===== src/rtl/alu_mdu_if.sv =====
// alu_mdu_if: start/busy/done handshake bundle between the control unit
// (master) and the multi-cycle multiply/divide unit (slave).
//   start      request, taken on a rising edge while busy=0
//   op[2:0]    op[1:0]: 00 MUL lo, 01 MUL hi, 10 DIV, 11 REM; op[2]: signed
//   a, b       operands, sampled when the request is taken
//   busy       operation in flight
//   done       one-cycle completion pulse
//   result     registered result, held until the next completion
//   zero_flag  registered (result == 0)
interface alu_mdu_if #(
  parameter int WIDTH = 32
);
  logic             start;
  logic [2:0]       op;
  logic [WIDTH-1:0] a;
  logic [WIDTH-1:0] b;
  logic             busy;
  logic             done;
  logic [WIDTH-1:0] result;
  logic             zero_flag;

  modport master (
    output start, op, a, b,
    input  busy, done, result, zero_flag
  );

  modport slave (
    input  start, op, a, b,
    output busy, done, result, zero_flag
  );
endinterface


===== src/rtl/alu_mdu.sv =====
// alu_mdu: multi-cycle multiply/divide unit, one bit per clock.
// Shift-add multiply (low/high product) and restoring divide (quotient/
// remainder); WIDTH iterations plus one finish cycle, so the result lands
// WIDTH+1 clocks after the accept edge.
// Ports:
//   clk    rising-edge clock
//   reset  asynchronous, active-high
//   bus    alu_mdu_if.slave (start/op/a/b in, busy/done/result/zero_flag out)
// Build option: MDU_SIGNED_EN -- when defined, op[2]=1 selects two's
// complement operation; when undefined op[2] is ignored and no sign logic
// is built.
module alu_mdu #(
  parameter int WIDTH = 32,
  parameter int CNT_W = $clog2(WIDTH + 1)
) (
  input logic      clk,
  input logic      reset,
  alu_mdu_if.slave bus
);

  typedef enum logic [1:0] {IDLE, RUN, FIN} state_t;

  state_t             state, state_nxt;
  logic [2*WIDTH:0]   acc;      // {borrow/carry, upper half, lower half}
  logic [WIDTH-1:0]   opnd;     // multiplicand (MUL) or divisor (DIV/REM)
  logic [1:0]         op_q;
  logic               b_zero;
  logic [CNT_W-1:0]   cnt;
  logic [WIDTH-1:0]   res_q;
  logic               zf_q;
  logic               done_q;

  logic               accept;
  logic [WIDTH-1:0]   mag_a, mag_b;
  logic [WIDTH:0]     mul_sum, div_diff;
  logic [2*WIDTH:0]   div_shift, acc_step;
  logic [2*WIDTH-1:0] prod;
  logic [WIDTH-1:0]   quo, rem, fin_val;

  assign accept = bus.start && (state == IDLE);

`ifdef MDU_SIGNED_EN
  logic neg_a_in, neg_b_in;
  logic neg_q, neg_r;   // negate product/quotient; negate remainder
  assign neg_a_in = bus.op[2] & bus.a[WIDTH-1];
  assign neg_b_in = bus.op[2] & bus.b[WIDTH-1];
  assign mag_a    = neg_a_in ? (~bus.a + 1'b1) : bus.a;
  assign mag_b    = neg_b_in ? (~bus.b + 1'b1) : bus.b;
`else
  logic unused_op_sign;
  assign unused_op_sign = bus.op[2];
  assign mag_a = bus.a;
  assign mag_b = bus.b;
`endif

  // FSM state register
  always_ff @(posedge clk or posedge reset) begin
    if (reset) state <= IDLE;
    else       state <= state_nxt;
  end

  // FSM next state
  always_comb begin
    state_nxt = state;
    case (state)
      IDLE:    if (bus.start) state_nxt = RUN;
      RUN:     if (cnt == CNT_W'(WIDTH - 1)) state_nxt = FIN;
      FIN:     state_nxt = IDLE;
      default: state_nxt = IDLE;
    endcase
  end

  // One iteration. MUL keeps the multiplier in the lower half and shifts
  // it out LSB-first while the product grows into the upper half. DIV keeps
  // the dividend in the lower half; quotient bits enter at bit 0 as dividend
  // bits leave into the remainder. The W+1-bit trial difference has bit W
  // set exactly when the subtract borrowed.
  always_comb begin
    mul_sum   = acc[2*WIDTH:WIDTH] + {1'b0, opnd};
    div_shift = {acc[2*WIDTH-1:0], 1'b0};
    div_diff  = div_shift[2*WIDTH:WIDTH] - {1'b0, opnd};
    acc_step  = acc;
    if (op_q[1]) begin
      if (!div_diff[WIDTH]) acc_step = {div_diff, div_shift[WIDTH-1:1], 1'b1};
      else                  acc_step = div_shift;
    end else begin
      if (acc[0]) acc_step = {1'b0, mul_sum, acc[WIDTH-1:1]};
      else        acc_step = {1'b0, acc[2*WIDTH:1]};
    end
  end

  // Output selection and sign correction. With b=0 the restoring loop
  // already leaves the dividend as remainder; only the quotient is forced.
  always_comb begin
    prod = acc[2*WIDTH-1:0];
    quo  = acc[WIDTH-1:0];
    rem  = acc[2*WIDTH-1:WIDTH];
`ifdef MDU_SIGNED_EN
    if (neg_q) begin
      prod = ~prod + 1'b1;
      quo  = ~quo + 1'b1;
    end
    if (neg_r) rem = ~rem + 1'b1;
`endif
    if (b_zero) quo = '1;
    case (op_q)
      2'b00:   fin_val = prod[WIDTH-1:0];
      2'b01:   fin_val = prod[2*WIDTH-1:WIDTH];
      2'b10:   fin_val = quo;
      default: fin_val = rem;
    endcase
  end

  // Datapath
  always_ff @(posedge clk or posedge reset) begin
    if (reset) begin
      acc    <= '0;
      opnd   <= '0;
      op_q   <= '0;
      b_zero <= 1'b0;
      cnt    <= '0;
      res_q  <= '0;
      zf_q   <= 1'b0;
      done_q <= 1'b0;
`ifdef MDU_SIGNED_EN
      neg_q  <= 1'b0;
      neg_r  <= 1'b0;
`endif
    end else begin
      done_q <= 1'b0;
      case (state)
        IDLE: if (accept) begin
          op_q   <= bus.op[1:0];
          b_zero <= (bus.b == '0);
          cnt    <= '0;
          // Accumulator starts cleared apart from the operand to be shifted
          if (bus.op[1]) begin
            acc  <= {{(WIDTH+1){1'b0}}, mag_a};
            opnd <= mag_b;
          end else begin
            acc  <= {{(WIDTH+1){1'b0}}, mag_b};
            opnd <= mag_a;
          end
`ifdef MDU_SIGNED_EN
          neg_q <= neg_a_in ^ neg_b_in;
          neg_r <= neg_a_in;
`endif
        end
        RUN: begin
          acc <= acc_step;
          cnt <= cnt + CNT_W'(1);
        end
        FIN: begin
          res_q  <= fin_val;
          zf_q   <= (fin_val == '0);
          done_q <= 1'b1;
        end
        default: ;
      endcase
    end
  end

  assign bus.busy      = (state != IDLE);
  assign bus.done      = done_q;
  assign bus.result    = res_q;
  assign bus.zero_flag = zf_q;

endmodule


===== src/flat_wrapper.sv =====
// flat-port wrapper written by rule: the top's interface ports become plain ports
module alu_mdu_flat 
#(
  parameter int WIDTH = 32,
  parameter int CNT_W = $clog2(WIDTH + 1)
)
  (clk, reset, bus_start, bus_op, bus_a, bus_b, bus_busy, bus_done, bus_result, bus_zero_flag);
  alu_mdu_if #(.WIDTH(WIDTH)) bus_i ();
  input logic clk;
  input logic reset;
  input wire logic [$bits(bus_i.start)-1:0] bus_start;
  input wire logic [$bits(bus_i.op)-1:0] bus_op;
  input wire logic [$bits(bus_i.a)-1:0] bus_a;
  input wire logic [$bits(bus_i.b)-1:0] bus_b;
  output wire logic [$bits(bus_i.busy)-1:0] bus_busy;
  output wire logic [$bits(bus_i.done)-1:0] bus_done;
  output wire logic [$bits(bus_i.result)-1:0] bus_result;
  output wire logic [$bits(bus_i.zero_flag)-1:0] bus_zero_flag;
  assign bus_i.start = bus_start;
  assign bus_i.op = bus_op;
  assign bus_i.a = bus_a;
  assign bus_i.b = bus_b;
  assign bus_busy = bus_i.busy;
  assign bus_done = bus_i.done;
  assign bus_result = bus_i.result;
  assign bus_zero_flag = bus_i.zero_flag;
  alu_mdu #(.WIDTH(WIDTH), .CNT_W(CNT_W)) u_core (.clk(clk), .reset(reset), .bus(bus_i));
endmodule

===== config.mk =====
export PLATFORM = sky130hd
export DESIGN_NAME = alu_mdu_flat
export DESIGN_NICKNAME = d
export VERILOG_FILES = /design/src/rtl/alu_mdu_if.sv /design/src/rtl/alu_mdu.sv /design/src/flat_wrapper.sv
export SDC_FILE = /design/constraint.sdc
export NUM_CORES = 1
export LEC_CHECK = 0
export BUFFER_PORTS_ARGS = -buffer_cell sky130_fd_sc_hd__buf_2
export CAP_MARGIN = 10
export CORE_ASPECT_RATIO = 0.7
export CORE_MARGIN = 2
export CORE_UTILIZATION = 40
export DETAILED_ROUTE_END_ITERATION = 8
export PLACE_DENSITY_LB_ADDON = 0.08
export SKIP_CTS_REPAIR_TIMING = 1
export SYNTH_ARGS = -nofsm -noshare
export SYNTH_HDL_FRONTEND = slang
export SYNTH_SLANG_ARGS = --single-unit

===== constraint.sdc =====
create_clock -name clk -period 12.53 [get_ports clk]
set_input_delay 1.8795 -clock clk [delete_from_list [all_inputs] [get_ports clk]]
set_output_delay 1.8795 -clock clk [all_outputs]
set_load 0.02 [all_outputs]

# == Word-level counts from Yosys, hierarchy flattened ==
# Index checks and enable logic that the tools add are counted.
# classes
addsub,3
eq_ne,7
muxes,15
n_reduce_logical,10
# op_table
cell,n
$mux 65,3
$pmux 65 s2,1
$mux 32,3
$logic_not 32->1,2
$mux 64,1
$pmux 32 s2,1
$add 33x32->33,1
$sub 33x32->33,1
$pmux 6 s2,1
$add 6x1->6 const B,1
$eq 6x5->1 const B,1
$mux 6,1
$reduce_and 2->1,3
$eq 2x2->1 const B,2
$logic_not 2->1,2
$mux 2,2
$ne 2x1->1 const B,2
$pmux 2 s2,1
$reduce_bool 2->1,2
$eq 2x1->1 const B,1
$ne 2x2->1 const B,1
$logic_and 1x1->1,1
$mux 1,1
# word_totals
output_inout_bits,35
regBits,142
wordCells,44
inputBits,70

# == Longest topological paths before layout ==
# Gate-level depths: netlist of the first run.
# logic_depth
ltp_word,4
mapped_depth,20
depth_no_buf,19

# == Least setup slack after synthesis of the first run ==
# Ideal clock, no wire load.
# synth_path
path_type,flip-flop to flip-flop
from,reg u_core.acc[54]
to,reg u_core.acc[56]
path_stages_with_launch,19
setup_ns,0.122
synth_period_minus_slack_ns,4.027
t_required_ns,12.408
arrival_ns,3.906
path_buffers,2
path_slack_ns,8.503
path_cell_list,dfrtp_1 > ha_1 > clkbuf_1 > a21o_1 > a21o_1 > a21oi_1 > nand3b_1 > a21oi_1 > a2111oi_0 > o41ai_2 > a21o_1 > a21o_1 > ha_1 > clkbuf_1 > nand2_1 > or4_1 > nand3_1 > a21oi_1 > a32o_1
# synth_between
elab_chain_cells,4
elab_cells_between_ends,6
classes_between,2 x add/sub; 4 x mux
# synth_lines
item,line,rtl
"start, declared",alu_mdu.sv:24,logic [2*WIDTH:0] acc;
"start signal, assigned",alu_mdu.sv:138,"acc <= {{(WIDTH+1){1'b0}}, mag_a};"
"start signal, assigned",alu_mdu.sv:141,"acc <= {{(WIDTH+1){1'b0}}, mag_b};"
"start signal, assigned",alu_mdu.sv:150,acc <= acc_step;
$add 33x32->33 or $sub 33x32->33 (tied branches),"alu_mdu.sv:79, alu_mdu.sv:81",
$mux 64 or $mux 65 (tied branches),"alu_mdu.sv:87, alu_mdu.sv:84",
$mux 65 (*),alu_mdu.sv:83,if (op_q[1]) begin
$pmux 65 s2 (*),alu_mdu.sv:131,case (state)
# Every way passes the cells marked *; elsewhere a longest branch is shown, timed or not.
# A chain may end at the register's enable or synchronous reset.

# == Worst setup path in the final report of the first run ==
# layout_path
from,reg u_core.acc[31]
to,reg u_core.acc[63]
# layout_between
elab_chain_cells,4
# layout_lines
item,line,rtl
$sub 33x32->33,alu_mdu.sv:81,"div_diff = div_shift[2*WIDTH:WIDTH] - {1'b0, opnd};"
$mux 65,alu_mdu.sv:84,"if (!div_diff[WIDTH]) acc_step = {div_diff, div_shift[WIDTH-1:1], 1'b1};"
$mux 65,alu_mdu.sv:83,
$pmux 65 s2,alu_mdu.sv:131,
# Every way passes these cells.

==> results.toml, run 1 <==
[sta]
rsz0062_at_grt = "no"
fmax_mhz = 215
skew_ps = 17.6
setup_violations = 0
tns_ps = 0
hold_viol_final = 0
slew_headroom_pct = 34.2
worst_pin_slew_ps = 985
drv_slew = 0
fin_crit_sh_pct = 37.2
finalCriticalPeriod_ps = 4660

[synth]
postSynthCellCount = 1355
synth_xor_area_share_pct = 4.30
synthAdderAreaFrac_pct = 7.73
synth_seq_cells = 142
async_flop_share_pct = 100
yosys-top-cells-area = "dfrtp_1, mux2i_1, o21ai_0, ha_1, nand2_1"
synth_edf_count = 0
synthesis.area_sq_um = 11200
synth_compound_area_share_pct = 26.5
synth_top_cell_area_share_pct = 31.7
synthesis.nets = 1493
synth_top_family_by_area = "compound AO/OA/AOI/OAI gates"
ys_warn_count = 0
synth-simple-area-share_pct = 14.9
ys_types = 69
synth_mux_area_share_pct = 10.1
synth_ff_type = "dfrtp_1"
ys_seq_area_share_pct = 31.7
post-synth-top-area-cell = "dfrtp_1"
syn_avg_cell_area_sq_um = 8.26

[grt]
grt_pass1_wl_mm = 58.5
grt_antenna_before_repair = 0
grt_use_total_pct = 26.5
grt_pass1_vias = 9746
grt_max_degree = 97
grt_remaining_overflow = 0

[setup_path]
cp-end-kind = "register"
required_ps = 12830
worst_ep_arrival_time_ps = 4960
path_class = "reg2reg"
critical_path.startpoint_type = "register"
crit_fanout = 50

[cells_and_area]
final_cell_mix = "o21ai_0, nand2_1, dfrtp_1"
fill_cells = 2844
nets = 1544
drive_gt1_share_pct = 12.4
multi_input_area_sq_um = 7130
finalInstanceArea_sq_um = 12600
layout_commonest_cell = "o21ai_0"
fin_cells = 1791
area_growth_pct = 12.5
regArea_sq_um = 3560

[routing]
wl_mm = 38.1
drtIter0Drc = 946
drc = 0
first_pass_iters = 8
vias_per_cell = 5.81
vias = 10400
postRouteAntennaNets = 0
routedWlPerCell_um = 21.3

[placement]
dp.cells = 1758
place_hpwl_mm = 27.7
gp_congestion = 0.896
portBuffers = 103
postPlaceCellArea_sq_um = 12000

[die]
start_util_pct = 40.4
die_h_um = 144
rows = 51
pin_count = 105
die_w_um = 204
core_sq_um = 27700
dieArea_sq_um = 29400

[cts]
cts_root_buf = "clkbuf_16"
path_clk_slew_ps = 70
insertion_delay_ps = 460
cts.sinks = 142
cts-buffers-inserted = 17
cts_buffer_depth = 2
ctsHtreeMaxLevel = 4
cts_tree = "done"

[min_path]
hold_path_class = "reg2reg"

[outcome]
status = "completed"

[flow_run]
maxCapViolations = 0

[power]
power_frac_seq_pct = 24.6
power_uw = 3710
combPwrFrac_pct = 60.8
p_int_uw = 1870
net-switching-power_uw = 1830
power.density_nw_per_um2 = 295
switching_share_pct = 49.5
clkPwrFrac_pct = 14.6
leakage_uw = 0.00561
ir_drop_uv = 126
[area by class of cell]
cell class | count | area share (%)
repair buffers | 116 | 4.89
inverters | 56 | 1.71
multi-input cells | 1073 | 56.6
flip-flops and latches | 142 | 28.3
clock inverters | 12 | 1.26
diodes | 1 | 0.0199
clock buffers | 20 | 3.55
well taps | 371 | 3.69
[flip-flops by register name, indices dropped and copies added (netlist names)]
name and count:
u_core.acc 65, u_core.b_zero 1, u_core.bus.done 1, u_core.bus.result 32, u_core.bus.zero_flag 1, u_core.cnt 6
u_core.op_q 2, u_core.opnd 32, u_core.state 2
[stage by stage]
stage / hold slack [ps] / setup slack (ps) / utilization [%]
detailed placement: 465 / 7940 / 43.3
global placement: 462 / 7940 / 43.3
finish: 475 / 7870 / 45.5
CTS: 479 / 7920 / 45.5
global route: 513 / 7470 / 45.5
floorplan: 448 / 6840 / -
[synthesized netlist by cell type (5+ instances only)]
master and instances:
mux2_2 5, nor3_1 12, a21o_1 25, and2_1 6, xor2_1 28, nor4_1 10
nor2_1 51, o31ai_1 8, o211ai_1 40, nor2b_1 18, and3_1 7, nand4_1 11
a22o_1 12, o21a_1 9, inv_1 56, nand2b_1 28, nand2_1 172, o21ai_0 188
a31oi_1 11, xnor2_1 27, dfrtp_1 142, o21ai_1 8, o22ai_1 21, buf_1 10
ha_1 66, mux2i_1 107, nand3_1 27, o21bai_1 5, a21oi_1 91, a32o_1 5
a211oi_1 16, clkbuf_1 70
[per-layer routing]
layer	track usage, %	vias to the layer above	part of all wire (%)
li1	-	5051	-
met1	39.5	4987	50
met2	37.6	334	41
met3	7.35	29	7.9
met4	6.25	0	1.3
met5	0	-	0
[worst max-delay path: stages (launching register included)]
cell,delay [ps]
dfrtp_1,470
inv_1,90
ha_1,170
fa_1,220
nor2b_1,70
o31ai_1,310
a211oi_2,140
nor4_2,480
o21ai_1,190
nand2_1,200
o41ai_2,130
a21o_1,210
a21o_1,180
ha_1,300
buf_4,470
inv_1,240
a32oi_1,240
nor2_1,60
a31oi_1,190
o311ai_1,120
[kinds of logic (layout without fill, tap and decap cells)]
group	count (synthesis)	in the layout
AO/OA/AOI/OAI	479	479
XOR/XNOR	55	55
adder cells (fa/ha/maj)	68	68
buffers and inverters	140	204
flip-flops	142	142
multiplexers	112	112
other	0	1
AND/OR/NAND/NOR	359	359
[power by group through the flow]
stage / Combinational (uW) / Clock [uW] / Sequential [uW]
after floorplan: 1770 / 0 / 745
after global placement: 2210 / 0 / 909
after detailed placement: 2220 / 0 / 907
after CTS: 2230 / 552 / 901
after global routing: 2530 / 569 / 931
final: 2260 / 542 / 913
[final timing paths]
path | startpoint | endpoint | slack [ps] | cells after the start
max | u_core.acc[31]$_DFFE_PP0P_ | u_core.acc[63]$_DFFE_PP0P_ | 7870 | 19
min | u_core.bus.result[15]$_DFFE_PP0P_ | u_core.bus.result[15]$_DFFE_PP0P_ | 480 | 2
max reg2reg | u_core.acc[31]$_DFFE_PP0P_ | u_core.acc[63]$_DFFE_PP0P_ | 7870 | 19
min reg2reg | u_core.bus.result[15]$_DFFE_PP0P_ | u_core.bus.result[15]$_DFFE_PP0P_ | 480 | 2
max in group asynchronous | reset | u_core.op_q[1]$_DFFE_PP0P_ | 9440 | 3
min in group asynchronous | reset | u_core.acc[53]$_DFFE_PP0P_ | 1550 | 2
Note: power is estimated with default switching activity, not from simulation.
==> run 2, diff against run 1 <==
==> constraint.sdc (replaced) <==
create_clock -name clk -period 4.25 [get_ports clk]
set_input_delay 0.6375 -clock clk [delete_from_list [all_inputs] [get_ports clk]]
set_output_delay 0.6375 -clock clk [all_outputs]
set_load 0.02 [all_outputs]
==> run 2 against run 1 <==
Sequential power grew to 2.7 times the previous value. Critical path depth shrank 2. Highest routed layer unchanged. Design area grew 2.3%.
==> results.toml, run 2 (synthesis gave the netlist of run 1 again) <==
[outcome]
status = "completed"

[setup_path]
cp-startpoint = "u_core.opnd[23]$_DFFE_PP0P_"
crit_fanout = 3
ff2ff_path_depth = 17
r2r_end = "u_core.acc[56]$_DFFE_PP0P_"
cp_cell_sequence = "inv_1 > ha_1 > a21o_1 > a21o_1 > a21oi_1 > nand3b_1 > a21oi_1 > a2111oi_2 > o41ai_4 > a21o_1 > a21o_1 > ha_1 > nand2_1 > or4_1 > nand3_1 > a21oi_1 > a32o_1"
crit_end = "u_core.acc[56]$_DFFE_PP0P_"
r2r_slack_ps = 170
critical_path.startpoint_type = "register"
slowest_delay_ps = 530
crit_path_frequent_cell = "a21o_1"
required_ps = 4580
worst_ep_arrival_time_ps = 4420
path_delay_family = "compound AO/OA/AOI/OAI gates"
regToRegStartpoint = "u_core.opnd[23]$_DFFE_PP0P_"
cp-end-kind = "register"
cp.depth = 17
crit_slowest_cell = "or4_1"
path_class = "reg2reg"
critPathBufInv = 1

[cts]
cts_root_buf = "clkbuf_16"
path_clk_slew_ps = 60
ctsHtreeMaxLevel = 4
cts.sinks = 142
cts_buffer_depth = 2
cts-buffers-inserted = 17
insertion_delay_ps = 450
cts_tree = "done"

[die]
die_w_um = 204
rows = 51
pin_count = 105
start_util_pct = 40.4
die_h_um = 144
core_sq_um = 27700
dieArea_sq_um = 29400

[sta]
fin_crit_sh_pct = 96.1
skew_ps = 9.16
drv_slew = 0
hold_ws_ps = 305
setup_violations = 0
hold_viol_final = 0
slew_headroom_pct = 34.6
fmax_mhz = 245
finalCriticalPeriod_ps = 4080
worst_pin_slew_ps = 982
setup_ws_ps = 167

[grt]
grt_pass1_vias = 9667
grt_remaining_overflow = 0
grt_max_degree = 143
grt_use_total_pct = 26.3
grt_antenna_before_repair = 2
grt_pass1_wl_mm = 58.2

[routing]
wl_mm = 38.2
first_pass_iters = 5
drtIter0Drc = 756
wl_met3_mm = 3.38
vias_per_cell = 5.76
postRouteAntennaNets = 0
routedWlPerCell_um = 21.0
drc = 0
m1WireLength_mm = 19.0
wl_met2_mm = 15.5
top_layer = "met4"
vias = 10500

[cells_and_area]
drive_gt1_share_pct = 14.6
finalInstanceArea_sq_um = 12900
fill_cells = 2811
layout_commonest_cell = "o21ai_0"
top_register = "u_core.acc"
multi_input_area_sq_um = 7150
regArea_sq_um = 3560
final_cell_mix = "o21ai_0, nand2_1, dfrtp_1"
largest_reg_flops = 65
finish.utilization_pct = 46.5
nets = 1578
area_growth_pct = 15.1

[placement]
postPlaceCellArea_sq_um = 12300
gp_congestion = 0.924
portBuffers = 103
place_hpwl_mm = 28.3
place_ws_ps = 140

[flow_run]
maxCapViolations = 0

[power]
ir_drop_uv = 382
leakage_uw = 0.00578
power.density_nw_per_um2 = 878

[min_path]
hold_path_class = "in2async"
[run 2: changes by cell type in the layout (fill, tap and decap cells not counted), moves of 2 or more]
| cell | before | now |
|---|---|---|
| buf_4 | 14 | 45 |
| inv_6 | 4 | 2 |
| clkinv_4 | 2 | 0 |
| clkbuf_1 | 2 | 0 |
| clkbuf_8 | 1 | 3 |
| buf_12 | 0 | 2 |
| clkinvlp_4 | 2 | 4 |
[run 2: worst min-delay path by stage]
stage                                                  from                                 to  slack (ps)  depth (start not counted)
after floorplan                   u_core.b_zero$_DFFE_PP0P_          u_core.b_zero$_DFFE_PP0P_         450                          2
after global placement    u_core.bus.result[23]$_DFFE_PP0P_  u_core.bus.result[23]$_DFFE_PP0P_         460                          2
after detailed placement   u_core.bus.result[1]$_DFFE_PP0P_   u_core.bus.result[1]$_DFFE_PP0P_         470                          2
after CTS                                         bus_op[0]         u_core.op_q[0]$_DFFE_PP0P_         380                          3
after global routing                              bus_op[0]         u_core.op_q[0]$_DFFE_PP0P_         410                          3
final                                                 reset         u_core.opnd[7]$_DFFE_PP0P_         300                          3
[run 2: layout make-up]
cell class	count	share of cell area, %
Antenna cell	2	0.0388
Timing Repair Buffer	150	7.09
Tap cell	371	3.60
Multi-Input combinational cell	1073	55.5
Clock inverter	9	0.855
Clock buffer	20	3.62
Inverter	56	1.66
Sequential cell	142	27.6
[run 2: worst reg2reg max path, stage by stage (launching register included)]
cell and delay (ps):
dfrtp_1 390, inv_1 60, ha_1 300, a21o_1 200, a21o_1 180, a21oi_1 160, nand3b_1 140, a21oi_1 80
a2111oi_2 460, o41ai_4 160, a21o_1 200, a21o_1 170, ha_1 390, nand2_1 110, or4_1 530, nand3_1 110
a21oi_1 70, a32o_1 260
[run 2: where the power goes]
| group | leakage (uW) | switching, uW | internal, uW |
|---|---|---|---|
| sequential | 0.00165 | 634 | 1790 |
| combinational | 0.00386 | 4250 | 3100 |
| clock | 0.000277 | 629 | 901 |
| total | 0.00578 | 5510 | 5800 |
[run 2: layer usage]
layer | track usage [%] | vias to the layer above
met5 | 0 | -
li1 | - | 5109
met3 | 8.81 | 22
met4 | 4.81 | 0
met1 | 38.7 | 5030
met2 | 37.2 | 336
[run 2: stage by stage]
stage,power [uW],TNS [ps],std cells
floorplan,7430,0,1355
global placement,9470,0,1791
detailed placement,9490,0,1791
CTS,11100,0,1820
finish,11300,0,1823
global route,12200,-5.02,1821
==> run 3, diff against run 2 <==
--- a/config.mk
+++ b/config.mk
@@ -11,7 +11,8 @@
 export CORE_MARGIN = 2
 export CORE_UTILIZATION = 40
 export DETAILED_ROUTE_END_ITERATION = 8
-export PLACE_DENSITY_LB_ADDON = 0.08
+export GPL_ROUTABILITY_DRIVEN = 1
+export PLACE_DENSITY_LB_ADDON = 0.25
 export SKIP_CTS_REPAIR_TIMING = 1
 export SYNTH_ARGS = -nofsm -noshare
 export SYNTH_HDL_FRONTEND = slang
==> run 3 against run 2 <==
Global-route usage shrank 0.86 points. Worst setup slack gained 26 ps. Cell count shrank 0.16%. Utilization grew 0.10 points. Die area is the same. Non-clock buffer count shrank 4. Register-to-register slack gained 30 ps. Maximum frequency grew 0.63%. Count of clock-buffer cells in the layout grew 3. Clock skew shrank 3.2 ps. Combinational power shrank 0.5%. Largest power group unchanged.
==> results.toml, run 3 (synthesis gave the netlist of run 1 again) <==
[cts]
ctsHtreeMaxLevel = 4
cts_tree = "done"
cts-buffers-inserted = 17
insertion_delay_ps = 450
cts.sinks = 142
cts_root_buf = "clkbuf_16"
path_clk_slew_ps = 60
cts_buffer_depth = 2

[cells_and_area]
largest_reg_flops = 65
layout_commonest_cell = "o21ai_0"
top_register = "u_core.acc"
drive_gt1_share_pct = 14.6
nets = 1574
final_cell_mix = "o21ai_0, nand2_1, dfrtp_1"
area_growth_pct = 15.3
antenna_cells = 0

[setup_path]
cp-end-kind = "register"
regToRegStartpoint = "u_core.opnd[23]$_DFFE_PP0P_"
critical_path.startpoint_type = "register"
crit_fanout = 3
cp-startpoint = "u_core.opnd[23]$_DFFE_PP0P_"
path_class = "reg2reg"
required_ps = 4580
worst_ep_arrival_time_ps = 4390

[grt]
grt_pass1_wl_mm = 56.8
grt_use_total_pct = 25.4
grt_antenna_before_repair = 0
grt_max_degree = 68
grt_pass1_vias = 9923
grt_remaining_overflow = 0

[sta]
fin_crit_sh_pct = 95.5
slew_headroom_pct = 35.6
rsz0062_at_grt = "no"
worst_pin_slew_ps = 964
skew_ps = 6.01
tns_ps = 0
finalCriticalPeriod_ps = 4060
hold_viol_final = 0
drv_slew = 0
hold_ws_ps = 367
fmax_mhz = 246
setup_violations = 0

[die]
core_sq_um = 27700
pin_count = 105
dieArea_sq_um = 29400
die_h_um = 144
rows = 51
start_util_pct = 40.4
die_w_um = 204

[flow_run]
maxCapViolations = 0

[power]
power.density_nw_per_um2 = 883
ir_drop_uv = 375
leakage_uw = 0.00578

[routing]
first_pass_iters = 6
wl_mm = 37.8
vias_per_cell = 5.90
routedWlPerCell_um = 20.8
postRouteAntennaNets = 0
drtIter0Drc = 1094
vias = 10700
drc = 0

[placement]
gp_congestion = 0.951
place_hpwl_mm = 28.2
portBuffers = 103

[outcome]
status = "completed"

[min_path]
hold_path_class = "in2async"
run 3: worst max-delay path, cell delays in order, from the launching register on:
cell and delay, ps:
dfrtp_1 380, inv_1 60, ha_1 320, a21o_1 200, a21o_1 180, a21oi_1 180
nand3b_1 130, a21oi_1 100, a2111oi_4 410, o41ai_4 170, a21o_1 200, a21o_1 170
ha_2 380, nand2_1 100, or4_1 520, nand3_1 110, a21oi_1 60, a32o_1 270
run 3: cell type report:
class                           instances  area [sq um]
Clock inverter                          9           131
Sequential cell                       142          3560
Fill cell                            2777         14800
Timing Repair Buffer                  146           883
Clock buffer                           23           478
Tap cell                              371           464
Multi-Input combinational cell       1073          7180
Inverter                               56           214
run 3: path summary, 6_finish.rpt:
check	end	slack (ps)	depth (start not counted)
hold reg to reg	u_core.bus.result[15]$_DFFE_PP0P_	470	2
setup / recovery	u_core.acc[56]$_DFFE_PP0P_	190	17
min in group clk	u_core.op_q[0]$_DFFE_PP0P_	430	3
hold / removal	u_core.cnt[0]$_DFFE_PP0P_	370	2
max in group asynchronous	u_core.acc[55]$_DFFE_PP0P_	2980	3
setup reg to reg	u_core.acc[56]$_DFFE_PP0P_	190	17
run 3: power breakdown:
part           internal, uW  switching [uW]
combinational          3100            4210
clock                   969             620
sequential             1790             706
run 3: metrics by stage:
step / cell area (sq um) / util (%) / setup WS (ps) / power, uW / cells
final: 12900 / 46.6 / 192 / 11400 / 1820
after global routing: 12900 / 46.6 / 29.2 / 12200 / 1820
after CTS: 12800 / 46.3 / 59.9 / 11100 / 1819
after detailed placement: 12200 / 44.1 / 80.9 / 9410 / 1787
after global placement: 12200 / 44.1 / 182 / 9300 / 1787
after floorplan: 11200 / - / 223 / 7430 / 1355
run 3: metal layers:
metal	track usage [%]	part of all wire, %	vias to the layer above
li1	-	-	5108
met1	37.3	48	5183
met2	37.1	42	420
met3	7.44	9.1	28
met4	4.39	1.0	0
met5	0	0	-
